--- config.mk ---
export PLATFORM = sky130hd
export DESIGN_NAME = uart_rx_fifo
export DESIGN_NICKNAME = d
export VERILOG_FILES = /design/src/rtl/uart_pkg.sv /design/src/rtl/uart_sync_fifo.sv /design/src/rtl/uart_rx_fifo.sv
export SDC_FILE = /design/constraint.sdc
export NUM_CORES = 1
export LEC_CHECK = 0
export BUFFER_PORTS_ARGS = -buffer_cell sky130_fd_sc_hd__buf_2
export CORE_MARGIN = 5
export CORE_UTILIZATION = 60
export CTS_CLUSTER_DIAMETER = 100
export DETAILED_ROUTE_END_ITERATION = 7
export PLACE_DENSITY = 0.87
export SLEW_MARGIN = 20
export SYNTH_ARGS = -nofsm -noshare
export SYNTH_HDL_FRONTEND = slang
export SYNTH_HIERARCHICAL = 1
export SYNTH_SLANG_ARGS = --single-unit
--- constraint.sdc ---
create_clock -name clk -period 10.91 [get_ports clk]
set_clock_uncertainty 0.05 [all_clocks]
set_input_delay 1.091 -clock clk [delete_from_list [all_inputs] [get_ports clk]]
set_output_delay 1.091 -clock clk [all_outputs]
set_load 0.05 [all_outputs]
--- src/rtl/uart_pkg.sv ---
// uart_pkg: shared FSM states, oversampling constants and the bit-period helper for the UART receiver
package uart_pkg;
    typedef enum logic [2:0] {IDLE, START, DATA, STOP, BRK_WAIT} rx_state_t;
    localparam int OVERSAMPLE_SHIFT = 4;
    localparam int CPB_W = 20;
    // A divisor of 0 behaves as 1 so the bit period can never collapse to zero
    function automatic logic [CPB_W-1:0] calc_cpb(input logic [15:0] dbr);
        return {4'b0, (dbr == 16'd0) ? 16'd1 : dbr} << OVERSAMPLE_SHIFT;
    endfunction
endpackage

--- src/rtl/uart_sync_fifo.sv ---
// uart_sync_fifo: first-word-fall-through synchronous FIFO with occupancy count and overrun pulse
// Ports: clk, reset (sync, active-high); push/wr_data write side; pop/rd_data/rd_valid FWFT read side;
//        count = occupancy, count_nxt = occupancy after this cycle's update; overrun = dropped-push pulse.
module uart_sync_fifo #(
    parameter int DEPTH = 16,
    parameter int WIDTH = 8,
    localparam int AW = $clog2(DEPTH),
    localparam int CW = AW + 1
) (
    input  logic             clk,
    input  logic             reset,
    input  logic             push,
    input  logic [WIDTH-1:0] wr_data,
    input  logic             pop,
    output logic [WIDTH-1:0] rd_data,
    output logic             rd_valid,
    output logic [CW-1:0]    count,
    output logic [CW-1:0]    count_nxt,
    output logic             overrun
);
    logic [WIDTH-1:0] mem [DEPTH];
    logic [AW-1:0] wptr, rptr;
    logic do_push, do_pop;
    assign rd_valid = count != '0;
    assign do_pop = pop && rd_valid;
    // A pop in the same cycle frees the slot, so a full FIFO still accepts the push
    assign do_push = push && (count != CW'(DEPTH) || do_pop);
    assign count_nxt = count + CW'(do_push) - CW'(do_pop);
    assign rd_data = rd_valid ? mem[rptr] : '0;
    always_ff @(posedge clk)
        if (do_push) mem[wptr] <= wr_data;
    always_ff @(posedge clk) begin
        if (reset) begin
            wptr <= '0;
            rptr <= '0;
            count <= '0;
            overrun <= 1'b0;
        end else begin
            wptr <= wptr + AW'(do_push);
            rptr <= rptr + AW'(do_pop);
            count <= count_nxt;
            overrun <= push && !do_push;
        end
    end
endmodule

--- src/rtl/uart_rx_fifo.sv ---
// uart_rx_fifo: 16x-oversampled UART receiver (8N1+, LSB first) feeding a FWFT FIFO with RTS flow control
// Ports: clk, reset (sync, active-high); rxd async serial in; dbr bit divisor (CPB = dbr<<4, 0 means 1);
//        rd_en/rd_data/rd_valid/fifo_count FIFO read side; rts_n = 1 asks the sender to hold off;
//        frame_err/overrun_err one-cycle error pulses; busy = receiver mid-frame.
// Build option: UART_RX_GLITCH_FILTER_EN inserts a 3-sample majority filter after the synchronizer.
module uart_rx_fifo
    import uart_pkg::*;
#(
    parameter int FIFO_DEPTH = 16,
    parameter int DATA_WIDTH = 8,
    parameter int RTS_THRESHOLD = 12,
    localparam int CW = $clog2(FIFO_DEPTH) + 1,
    localparam int IW = $clog2(DATA_WIDTH)
) (
    input  logic                  clk,
    input  logic                  reset,
    input  logic                  rxd,
    input  logic [15:0]           dbr,
    input  logic                  rd_en,
    output logic [DATA_WIDTH-1:0] rd_data,
    output logic                  rd_valid,
    output logic [CW-1:0]         fifo_count,
    output logic                  rts_n,
    output logic                  frame_err,
    output logic                  overrun_err,
    output logic                  busy
);
    logic rx_meta, rxs, rx;
    always_ff @(posedge clk) begin
        if (reset) begin
            rx_meta <= 1'b1;
            rxs <= 1'b1;
        end else begin
            rx_meta <= rxd;
            rxs <= rx_meta;
        end
    end
`ifdef UART_RX_GLITCH_FILTER_EN
    logic [1:0] hist;
    always_ff @(posedge clk) begin
        if (reset) begin
            hist <= 2'b11;
            rx <= 1'b1;
        end else begin
            hist <= {hist[0], rxs};
            rx <= (rxs & hist[0]) | (rxs & hist[1]) | (hist[0] & hist[1]);
        end
    end
`else
    assign rx = rxs;
`endif
    rx_state_t state, state_n;
    logic [CPB_W-1:0] cnt, cnt_n, cpb, cpb_n;
    logic [DATA_WIDTH-1:0] sh, sh_n;
    logic [IW-1:0] idx, idx_n;
    logic push, ferr_n;
    logic [CW-1:0] count_nxt;
    always_ff @(posedge clk) begin
        if (reset) begin
            state <= IDLE;
            cnt <= '0;
            cpb <= '0;
            sh <= '0;
            idx <= '0;
            frame_err <= 1'b0;
            rts_n <= 1'b1;
        end else begin
            state <= state_n;
            cnt <= cnt_n;
            cpb <= cpb_n;
            sh <= sh_n;
            idx <= idx_n;
            frame_err <= ferr_n;
            rts_n <= count_nxt >= CW'(RTS_THRESHOLD);
        end
    end
    always_comb begin
        state_n = state;
        cnt_n = cnt + 1'b1;
        cpb_n = cpb;
        sh_n = sh;
        idx_n = idx;
        push = 1'b0;
        ferr_n = 1'b0;
        case (state)
            IDLE: begin
                cnt_n = '0;
                if (!rx) begin
                    state_n = START;
                    cpb_n = calc_cpb(dbr);
                end
            end
            START:
                // Mid-start-bit check: a line back high here was noise
                if (cnt == (cpb >> 1) - 1'b1) begin
                    cnt_n = '0;
                    idx_n = '0;
                    state_n = rx ? IDLE : DATA;
                end
            DATA:
                if (cnt == cpb - 1'b1) begin
                    cnt_n = '0;
                    sh_n = {rx, sh[DATA_WIDTH-1:1]};
                    idx_n = idx + 1'b1;
                    if (idx == IW'(DATA_WIDTH - 1)) state_n = STOP;
                end
            STOP:
                if (cnt == cpb - 1'b1) begin
                    cnt_n = '0;
                    push = rx;
                    ferr_n = !rx;
                    state_n = rx ? IDLE : BRK_WAIT;
                end
            BRK_WAIT: begin
                // Absorb a held-low line so a break reports only one frame error
                cnt_n = '0;
                if (rx) state_n = IDLE;
            end
            default: state_n = IDLE;
        endcase
    end
    assign busy = state != IDLE;
    uart_sync_fifo #(.DEPTH(FIFO_DEPTH), .WIDTH(DATA_WIDTH)) u_fifo (
        .clk(clk),
        .reset(reset),
        .push(push),
        .wr_data(sh_n),
        .pop(rd_en),
        .rd_data(rd_data),
        .rd_valid(rd_valid),
        .count(fifo_count),
        .count_nxt(count_nxt),
        .overrun(overrun_err)
    );
endmodule

## Word-level counts from Yosys, hierarchy flattened

Memory sizes are Yosys's and may differ from the RTL's. A register that Yosys moved wholly into a read port is not among the register bits.
Cells that the tools add are included.

- Register bits: 68
- Memory bits (writable): 128
- Input bits: 20
- Output and inout port bits: 18
- Word-level logic and storage cells: 81
- Memories: 1

Memories:

| name | depth | width | rd ports | clocked after memory_dff | wr ports | RTL line | text |
|---|---|---|---|---|---|---|---|
| u_fifo.mem | 16 | 8 | 1 | 1 | 1 | uart_sync_fifo.sv:21 | `logic [WIDTH-1:0] mem [DEPTH];` |

- Add/sub/neg operators: 8
- Magnitude comparators: 1
- Equality and inequality tests: 14
- Mux-type cells: 24
- Bitwise operators: 3
- Reductions and logical operators: 17

Operators with widths:

| operator | count |
|---|---|
| $pmux 20 s3 | 1 |
| $eq 20x20->1 | 2 |
| $mux 20 | 2 |
| $mux 3 | 9 |
| $mux 8 | 3 |
| $add 20x1->20 const B | 1 |
| $sub 19x1->20 const B | 1 |
| $sub 20x1->20 const B | 1 |
| $logic_not 16->1 | 1 |
| $mux 16 | 1 |
| $pmux 3 s5 | 1 |
| $ne 2x2->1 const B | 6 |
| $add 4x1->4 | 2 |
| $eq 3x2->1 const B | 2 |
| $eq 3x3->1 const B | 2 |
| $pmux 3 s2 | 1 |
| $reduce_and 6->1 | 1 |
| $add 5x1->5 | 1 |
| $ge 5x4->1 const B | 1 |
| $ne 5x5->1 const B | 1 |
| $reduce_bool 5->1 | 1 |
| $sub 5x1->5 | 1 |
| $mux 1 | 4 |
| $mux 4 | 1 |
| 14 further kinds | 20 |

## Longest topological paths before layout

Gate-level depths: netlist of run 1.

- Depth after elaboration: 8
- Depth in mapped cells: 21

## Cells and area by module

Netlist of run 1, hierarchy kept.

By module, submodules not included:

| module | instances | cells each | area each (µm²) | sequential area each (µm²) |
|---|---|---|---|---|
| uart_sync_fifo | 1 | 296 | 5738.0 | 4124.0 |
| uart_rx_fifo | 1 | 435 | 3485.8 | 1081.0 |

## Least setup slack after synthesis of run 1

No wires, ideal clock.

- Path kind: reg-to-reg
- From: register cpb[4]
- To: register rts_n
- Library setup time: 0.120 ns
- Arrival time: 3.993 ns
- Data required time: 10.740 ns
- Slack: 6.747 ns
- Stages on the path, launching flop included: 22
- Buffers on the path: 2
- Clock period less this slack: 4.163 ns
- Path through: dfxtp_1 > clkbuf_1 > inv_1 > ha_1 > clkbuf_1 > or3b_2 > nor2_1 > xnor2_1 > o211ai_1 > nor2_1 > nand4_1 > a2111o_1 > nor2_1 > o21ai_1 > ha_1 > inv_1 > ha_1 > fa_1 > a21oi_1 > o21bai_1 > xnor2_1 > a211o_1

- Longest elaborated chain between the ends: 8

Ends and longest elaborated chain:

| element | RTL line | text |
|---|---|---|
| start, declared | uart_rx_fifo.sv:53 | `logic [CPB_W-1:0] cnt, cnt_n, cpb, cpb_n;` |
| start signal, assigned | uart_rx_fifo.sv:70 | `cpb <= cpb_n;` |
| $sub 20x1->20 | uart_rx_fifo.sv:108 | `if (cnt == cpb - 1'b1) begin` |
| $eq 20x20->1 | uart_rx_fifo.sv:108 |  |
| $mux 1 | uart_rx_fifo.sv:108 |  |
| $mux 1 | uart_rx_fifo.sv:85 | `case (state)` |
| named net push | uart_rx_fifo.sv:56 | `logic push, ferr_n;` |
| $logic_and 1x1->1 | uart_sync_fifo.sv:27 | `assign do_push = push && (count != CW'(DEPTH) \|\| do_pop);` |
| $add 5x1->5 | uart_sync_fifo.sv:28 | `assign count_nxt = count + CW'(do_push) - CW'(do_pop);` |
| $sub 5x1->5 | uart_sync_fifo.sv:28 |  |
| named net count_nxt[4] | uart_rx_fifo.sv:57 | `logic [CW-1:0] count_nxt;` |
| $ge 5x4->1 | uart_rx_fifo.sv:74 | `rts_n <= count_nxt >= CW'(RTS_THRESHOLD);` |
| end signal, assigned | uart_rx_fifo.sv:74 |  |
| end, declared | uart_rx_fifo.sv:23 | `output logic rts_n,` |

The timed path passes the listed nets, and every way through them passes these cells.
A chain may end at the register's enable or synchronous reset.

## Worst setup path in the final report of run 1

Ends and elaborated chain as after synthesis.

==> key figures, run 1 <==
Clocking
  – TritonCTS Sinks: ~200
  – H-tree depth: 4
  – # hold bufs at CTS: 0
  – PostCTS Resize Cnt: 0
  – Longest Clk Path Bufs: 2
  – CTS clk-pin slew, worst paths: 0.07 ns
  – CTS tree: done
  – TritonCTS Buffers: 17
  – Root buf cell: clkbuf_16
  – Post-CTS setup buffers: 0
  – Clock Latency Late Sink: 0.43 ns

Timing
  – Pins Over Slew Limit: 0
  – Final period util: 0.427
  – Worst rel slew slack: 0.404
  – Hold Vio Cnt, Final: 0
  – Fmax: 215 MHz
  – Least-Margin Pin Slew: between 0.8 and 0.9 ns
  – Hold Slack: 0.368 ns
  – RSZ-0062 raised after global routing: false
  – Final setup fails: 0
  – Crit path time final: 4.66 ns
  – Setup TNS: 0 ns

Yosys
  – FF+latch count, synth: 196
  – Syn Nets: 766
  – Cells after Synth: roughly 730
  – Synth unique cells: 65
  – Async SR Flop Fraction: 0
  – Post-synthesis sequential area ratio: 0.564
  – Yosys warning count: 6
  – Post-synth EDFFs: 128
  – Ys flop type: edfxtp_1
  – Synth Cell Area: 9220 um^2
  – Syn Area/Cell: 12.6 um^2

Worst setup path
  – Crit-path cells: inv_1, ha_1, or3b_2, or4_1, a21oi_1, o21ai_1, a2111o_1, nor2_1, o21ai_1, ha_1, inv_1, ha_1, fa_1, a21oi_1, o21bai_1, xnor2_1, a211o_1
  – FF-to-FF setup slack: 6.25 ns
  – Setup crit start: cpb[4]
  – CP max-delay cell: or3b_2
  – Cell repeated most along the worst path: ha_1
  – Crit path capture type: flip-flop
  – Startpoint types: flip-flop
  – Critical Path Fanout Max: 11
  – Critical Path AT: about 4.9 ns
  – Crit-path max cell delay: 0.51 ns
  – Critical path class: reg2reg
  – Critical Path RT: ~11 ns
  – Reg-to-Reg Start: cpb[4]

Final layout
  – Non-filler instance count after layout: 934
  – Post-layout nets: 769
  – Most frequent cells in the layout: edfxtp_1 (128), dfxtp_1 (68), nand2_1 (48), nor2_1 (43), xnor2_1 (40)
  – Area growth syn-to-layout: 8.19%
  – Layout cells sized above 1: 0.157
  – Most common cell after layout, fill and taps aside: edfxtp_1
  – Antenna diodes: 0

Floorplan
  – Core region area: 15100 um^2
  – Top Ports: 38
  – Initial core utilization: 0.609
  – Die Area: 18000 um^2
  – Row count: 45
  – Die Y: 134 um
  – Die width: 134 um

Placement
  – Dpl cells: 903
  – GP Congestion: between 0.9 and 1
  – Port buffer count: 37
  – Dpl hpwl: 13900 um

Pwr
  – Pwr Total: 0.00174 W
  – Power Dens Cells: 174 nW/um^2
  – Max VDD drop: 0.000113 V
  – P_sw: 0.000489 W
  – Seq pwr share: 0.468
  – Logic pwr share: 0.184
  – Power Internal: 0.00125 W
  – Static leakage: 3.63 nW
  – Clock share of power: 0.348
  – Switching Share: 0.281

Job
  – MaxCap Viol Count: 0

Routing
  – Drt drc: 0
  – Total wire length: around 20000 um
  – TritonRoute pass-1 iters: 5
  – Initial DRC count: 340
  – Vias/cell: 6.27
  – Routed len/inst: 21.5 um
  – Antenna Nets Post-Route: 0
  – Via count: 5859

GRT
  – Total GRT Usage: 0.231
  – Largest net degree at the start of global routing: 53
  – First-pass GRT wire length: 31800 um
  – Total gr overflow: 0
  – Vias in the first global route: 5861
  – Initial antenna violation count: 0

Min path
  – Hold Startpoint: rx_meta
  – Worst min-delay path class: reg2reg

Outcome
  – Status: completed
-- Yosys cell counts (all sizes together), types with 2 or more instances --
master | instances | area, um^2
a2111oi | 2 | 36.3
a211o | 2 | 17.5
a211oi | 21 | 158
a21o | 2 | 15.0
a21oi | 27 | 146
a221oi | 2 | 17.5
a31oi | 3 | 18.8
and3 | 6 | 37.5
and3b | 2 | 17.5
buf | 20 | 141
clkbuf | 37 | 139
dfxtp | 68 | 1360
edfxtp | 128 | 3840
ha | 14 | 175
inv | 15 | 56.3
mux2 | 8 | 90.1
mux2i | 11 | 110
mux4 | 32 | 758
nand2 | 49 | 186
nand2b | 11 | 68.8
nand3 | 18 | 90.1
nand3b | 8 | 60.1
nand4 | 9 | 56.3
nor2 | 43 | 161
nor2b | 29 | 181
nor3 | 33 | 165
nor3b | 4 | 30.0
nor4 | 10 | 98.8
o2111ai | 5 | 43.8
o21ai | 7 | 35.0
o21bai | 2 | 15.0
o22ai | 4 | 25.0
o31ai | 2 | 15.0
or2 | 4 | 25.0
or3 | 4 | 25.0
or3b | 3 | 26.3
or4 | 8 | 67.6
xnor2 | 40 | 350
xor2 | 24 | 210
-- power groups by stage --
stage	clock network, W	logic, W	registers [W]
3_5_place_dp	0	0.000320	0.000830
6_report	0.000605	0.000321	0.000814
3_3_place_gp	0	0.000307	0.000829
2_1_floorplan	0	0.000236	0.000854
4_1_cts	0.000612	0.000322	0.000814
5_1_grt	0.000649	0.000346	0.000816
-- logic make-up after synthesis --
kind of cell | count (synthesis) | share of synthesized area
adder cells (fa/ha/maj) | 15 | 0.0212
XOR/XNOR | 65 | 0.0632
multiplexers | 51 | 0.104
AND/OR/NAND/NOR | 245 | 0.144
flip-flops | 196 | 0.564
buffers and inverters | 72 | 0.0365
AO/OA/AOI/OAI | 87 | 0.0666
-- layer usage --
layer  up-vias  track usage  part of all wire
met5         -            0                 0
met4         0       0.0737             0.026
met3        41       0.0465             0.052
met2       190        0.420              0.53
met1      2908        0.277              0.39
li1       2720            -                 -
-- sequential cells by signal, summed over array words and instances (netlist names) --
| signal | count |
|---|---|
| sh | 8 |
| state | 3 |
| cpb | 16 |
| rx_meta | 1 |
| u_fifo/overrun | 1 |
| rx | 1 |
| u_fifo/wptr | 4 |
| u_fifo/count | 5 |
| u_fifo/mem | 128 |
| frame_err | 1 |
| cnt | 20 |
| idx | 3 |
| u_fifo/rptr | 4 |
| rts_n | 1 |
-- final cells by class --
| class | count | area, um^2 |
|---|---|---|
| clock inverter | 11 | 129 |
| clock buffer | 20 | 437 |
| timing repair buffer | 41 | 215 |
| inverter | 15 | 56.3 |
| fill | 1084 | 5170 |
| multi-input combinational | 463 | 3700 |
| sequential | 196 | 5200 |
| tap | 188 | 235 |
-- stage by stage --
step	setup slack [ns]	utilization	instance area [um^2]
2_1_floorplan	6.75	-	9220
3_3_place_gp	6.48	0.620	9390
3_5_place_dp	6.28	0.620	9390
4_1_cts	6.26	0.658	9960
5_1_grt	5.92	0.659	9980
6_report	6.25	0.659	9980
-- final timing paths --
kind	end	cells after the start
hold / removal	rx	1
hold reg to reg	rx	1
setup / recovery	rts_n	17
setup reg to reg	rts_n	17
-- critical path: cells and delay by family (launching register included) --
kind / cells / cell delay (ns)
buffers and inverters: 2 / 0.17
xor gates and xnor gates: 1 / 0.15
DFF: 1 / 0.37
AOI/OAI and AO/OA: 7 / 1.41
adders and majority gates: 4 / 1.31
and+or+nand+nor: 3 / 1.07
Power figures use the tool's default switching activity.
==> run 2: changes to the inputs <==
--- a/config.mk
+++ b/config.mk
@@ -5,12 +5,13 @@
 export SDC_FILE = /design/constraint.sdc
 export NUM_CORES = 1
 export LEC_CHECK = 0
+export ABC_AREA = 1
 export BUFFER_PORTS_ARGS = -buffer_cell sky130_fd_sc_hd__buf_2
 export CORE_MARGIN = 5
-export CORE_UTILIZATION = 60
+export CORE_UTILIZATION = 56
 export CTS_CLUSTER_DIAMETER = 100
 export DETAILED_ROUTE_END_ITERATION = 7
-export PLACE_DENSITY = 0.87
+export PLACE_DENSITY = 0.85
 export SLEW_MARGIN = 20
 export SYNTH_ARGS = -nofsm -noshare
 export SYNTH_HDL_FRONTEND = slang
==> constraint.sdc (replaced) <==
create_clock -name clk -period 4.2 [get_ports clk]
set_clock_uncertainty 0.05 [all_clocks]
set_input_delay 0.42 -clock clk [delete_from_list [all_inputs] [get_ports clk]]
set_output_delay 0.42 -clock clk [all_outputs]
set_load 0.05 [all_outputs]
==> run 2 against run 1 <==
Compared with the run above: final area up 4.2%; fmax up 21%; clock power rose to 2.8 times the previous value; critical path depth up 9; first-iteration DRC count up 99%; sequential power rose to 2.7 times the previous value; cell count up 46%; die area up 8.8%; global-route usage down 1.2 points; setup slack worse by 5.9 ns; power rose to 3.5 times the previous value; sequential share of layout area down 2.1 points; critical path type unchanged; largest cell class unchanged.
==> key figures, run 2 <==
GRT
  – Total GRT Usage: 0.219 (was 0.231)
  – First-pass GRT wire length: 34800 um (was 31800 um)
  – Total gr overflow: 0 (unchanged)
  – Initial antenna violation count: 0 (unchanged)
  – Vias in the first global route: 7284 (was 5861)
  – Largest net degree at the start of global routing: 66 (was 53)

Final layout
  – Area growth syn-to-layout: 10.4% (was 8.19%)
  – Register Area: 5210 um^2 (was 5200 um^2)
  – Largest Register: u_fifo/mem (unchanged)
  – Design Area, Final: 10400 um^2 (was 9980 um^2)
  – Non-filler instance count after layout: 1359 (was 934)
  – Antenna diodes: 0 (unchanged)
  – Most common cell after layout, fill and taps aside: nand2_1 (was edfxtp_1)
  – Layout cells sized above 1: 0.107 (was 0.157)
  – Post-layout nets: 1161 (was 769)
  – Most frequent cells in the layout: nand2_1 (324), nand3_1 (177), edfxtp_1 (128), nor2_1 (105), inv_1 (97) (was edfxtp_1 (128), dfxtp_1 (68), nand2_1 (48), nor2_1 (43), xnor2_1 (40))
  – Final Util: 0.629 (was 0.659)
  – Top flop regs: u_fifo/mem x128, cnt x20, cpb x16 (unchanged)
  – Area of the multi-input gates: 3610 um^2 (was 3700 um^2)
  – Layout fillers: 1326 (was 1084)
  – Max FFs per register: 128 (unchanged)

Clocking
  – TritonCTS Sinks: 196 (unchanged)
  – TritonCTS Buffers: 17 (unchanged)
  – Longest Clk Path Bufs: 2 (unchanged)
  – Root buf cell: clkbuf_16 (unchanged)
  – H-tree depth: 4 (unchanged)
  – CTS tree: done (unchanged)
  – # hold bufs at CTS: 0 (unchanged)
  – Clock Latency Late Sink: 0.43 ns (about the same)
  – CTS clk-pin slew, worst paths: 0.08 ns (was 0.07 ns)

Yosys
  – Cell accounting for the most synthesized area: edfxtp_1 (unchanged)
  – Syn Nets: 1127 (was 766)
  – Async SR Flop Fraction: 0 (unchanged)
  – Most instantiated cells after synthesis: nand2_1 (324), nand3_1 (177), edfxtp_1 (128) (was edfxtp_1 (128), dfxtp_1 (68), nand2_1 (48))
  – Post-synthesis sequential area ratio: 0.552 (was 0.564)
  – Syn Area/Cell: 8.63 um^2 (was 12.6 um^2)
  – Synth top area cells: edfxtp_1 (41%), dfxtp_1 (14%), nand2_1 (13%), nand3_1 (9.4%), nor2_1 (4.3%) (was edfxtp_1 (42%), dfxtp_1 (15%), mux4_2 (5.4%), xnor2_1 (3.8%), mux4_1 (2.8%))
  – Yosys top cell area share: 0.408 (was 0.417)
  – Yosys warning count: 6 (unchanged)
  – Cells after Synth: 1092 (was 731)
  – Synth unique cells: 38 (was 65)
  – FF+latch count, synth: 196 (unchanged)
  – Post-synth EDFFs: 128 (unchanged)
  – Count leader, synth: nand2_1 (was edfxtp_1)
  – Ys flop type: edfxtp_1 (unchanged)
  – Synth Cell Area: 9430 um^2 (was 9220 um^2)

Routing
  – Total wire length: 20800 um (was 20000 um)
  – TritonRoute pass-1 iters: 8 (was 5)
  – Vias/cell: 5.53 (was 6.27)
  – Antenna Nets Post-Route: 0 (unchanged)
  – Initial DRC count: 675 (was 340)
  – Via count: 7515 (was 5859)
  – Routed len/inst: 15.3 um (was 21.5 um)
  – Drt drc: 0 (unchanged)

Timing
  – Worst rel slew slack: 0.398 (was 0.404)
  – Pins Over Slew Limit: 0 (unchanged)
  – RSZ-0062 raised after global routing: false (unchanged)
  – Crit path time final: 3.85 ns (was 4.66 ns)
  – Setup TNS: 0 ns (unchanged)
  – Final period util: 0.918 (was 0.427)
  – Least-Margin Pin Slew: 0.904 ns (was 0.891 ns)
  – Final setup fails: 0 (unchanged)
  – Setup slack after layout: 0.346 ns (was 6.25 ns)
  – Hold Vio Cnt, Final: 0 (unchanged)
  – Fmax: 259 MHz (was 215 MHz)

Pwr
  – Max VDD drop: 0.000468 V (was 0.000113 V)
  – P_sw: 0.00239 W (was 0.000489 W)
  – Power Dens Cells: 582 nW/um^2 (was 174 nW/um^2)
  – Clock share of power: 0.277 (was 0.348)
  – Logic pwr share: 0.363 (was 0.184)
  – Seq pwr share: 0.360 (was 0.468)
  – Power Internal: 0.00367 W (was 0.00125 W)
  – Static leakage: 4.35 nW (was 3.63 nW)
  – Switching Share: 0.395 (was 0.281)

Placement
  – Worst slack at placement: 0.187 ns (was 6.28 ns)
  – Port buffer count: 37 (unchanged)
  – Area after DPL: 9750 um^2 (was 9390 um^2)
  – Dpl hpwl: 14000 um (was 13900 um)
  – GP Congestion: 0.903 (was 0.916)
  – Dpl cells: 1326 (was 903)

Floorplan
  – Top Ports: 38 (unchanged)
  – Die Y: 140 um (was 134 um)
  – Core region area: 16500 um^2 (was 15100 um^2)
  – Row count: 47 (was 45)
  – Initial core utilization: 0.570 (was 0.609)
  – Die Area: 19500 um^2 (was 18000 um^2)
  – Die width: 140 um (was 134 um)

Job
  – MaxCap Viol Count: 0 (unchanged)

Min path
  – Hold Startpoint: rxd (was rx_meta)
  – Hold Crit Depth: 2 (was 1)
  – Worst min-delay path class: in2reg (was reg2reg)

Worst setup path
  – Critical Path AT: 4.11 ns (was 4.92 ns)
  – Crit path capture type: flip-flop (unchanged)
  – Critical Path Fanout Max: 7 (was 11)
  – Critical Path RT: 4.45 ns (was 11.18 ns)
  – CP Depth: 26 (was 17)
  – FF-to-FF path depth: 26 (was 17)
  – CP max-delay cell: fa_1 (was or3b_2)
  – WP buf/inv: 6 (was 2)
  – Critical path class: reg2reg (unchanged)
  – Reg-to-Reg Start: cpb[4] (unchanged)
  – Setup crit start: cpb[4] (unchanged)
  – Crit-path max cell delay: 0.38 ns (was 0.51 ns)
  – Startpoint types: flip-flop (unchanged)
  – CP top delay family: simple AND/OR/NAND/NOR gates (was compound AO/OA/AOI/OAI gates)
  – Cell repeated most along the worst path: inv_1 (was ha_1)

Outcome
  – Status: completed (unchanged)
-- run 2: worst paths after layout --
check	end	slack (ns)
max	rts_n	0.35
min	rx_meta	0.12
min reg2reg	rx	0.37
max reg2reg	rts_n	0.35
-- run 2: cells by family (layout without fill, tap and decap cells) --
family / Yosys count / count (layout) / share of synthesized area
adders and majority gates: 15 / 15 / 0.0207
and+or+nand+nor: 664 / 664 / 0.305
xor gates and xnor gates: 17 / 17 / 0.0158
buffers and inverters: 140 / 187 / 0.0670
DFF: 196 / 196 / 0.552
AOI/OAI and AO/OA: 60 / 60 / 0.0389
-- run 2: repair_timing --
item | in CTS | in global routing
buffers inserted | 0 | 1
endpoints found under the setup margin | 0 | 2
resized for setup | 0 | 9
-- run 2: worst register-to-register path, stage by stage (launching register included) --
cell      delay (ns)
dfxtp_2         0.35
inv_2           0.07
ha_2            0.26
nand2_2         0.14
o21ai_0         0.24
nand3_1         0.10
nand2_1         0.08
nand2_1         0.05
nor2_1          0.14
nand3_2         0.14
nor2_4          0.12
and3_4          0.19
inv_1           0.04
nor2_2          0.11
inv_1           0.05
ha_1            0.26
inv_1           0.03
ha_1            0.20
fa_1            0.38
nand2_1         0.08
inv_1           0.05
nor2_1          0.10
o21bai_1        0.09
xor2_1          0.18
inv_1           0.06
a21oi_1         0.11
nand2_1         0.05
-- run 2: cell type report --
type,count,area share
clock buffer,18,0.0422
clock inverter,14,0.0174
inverter,103,0.0374
multi-input combinational,756,0.347
sequential,196,0.501
tap,220,0.0265
timing repair buffer,52,0.0286
-- run 2: power by group through the flow --
stage	registers [W]	logic (W)	clock network, W
finish	0.00218	0.00220	0.00168
floorplan	0.00229	0.00172	0
detailed placement	0.00222	0.00217	0
CTS	0.00218	0.00219	0.00170
global route	0.00219	0.00248	0.00178
global placement	0.00222	0.00211	0
-- run 2: metal layers --
| layer | GRT usage | vias up | wire [um] |
|---|---|---|---|
| li1 | - | 3711 | - |
| met2 | 0.382 | 256 | 10500 |
| met4 | 0.0816 | 0 | 535 |
| met3 | 0.0364 | 45 | 1140 |
| met1 | 0.275 | 3503 | 8540 |
| met5 | 0 | - | 0 |
-- run 2: through the flow --
stage,hold WS (ns),power (W)
after floorplan,0.339,0.00401
after detailed placement,0.350,0.00440
after CTS,0.102,0.00607
after global routing,0.100,0.00645
final,0.117,0.00606
after global placement,0.342,0.00433
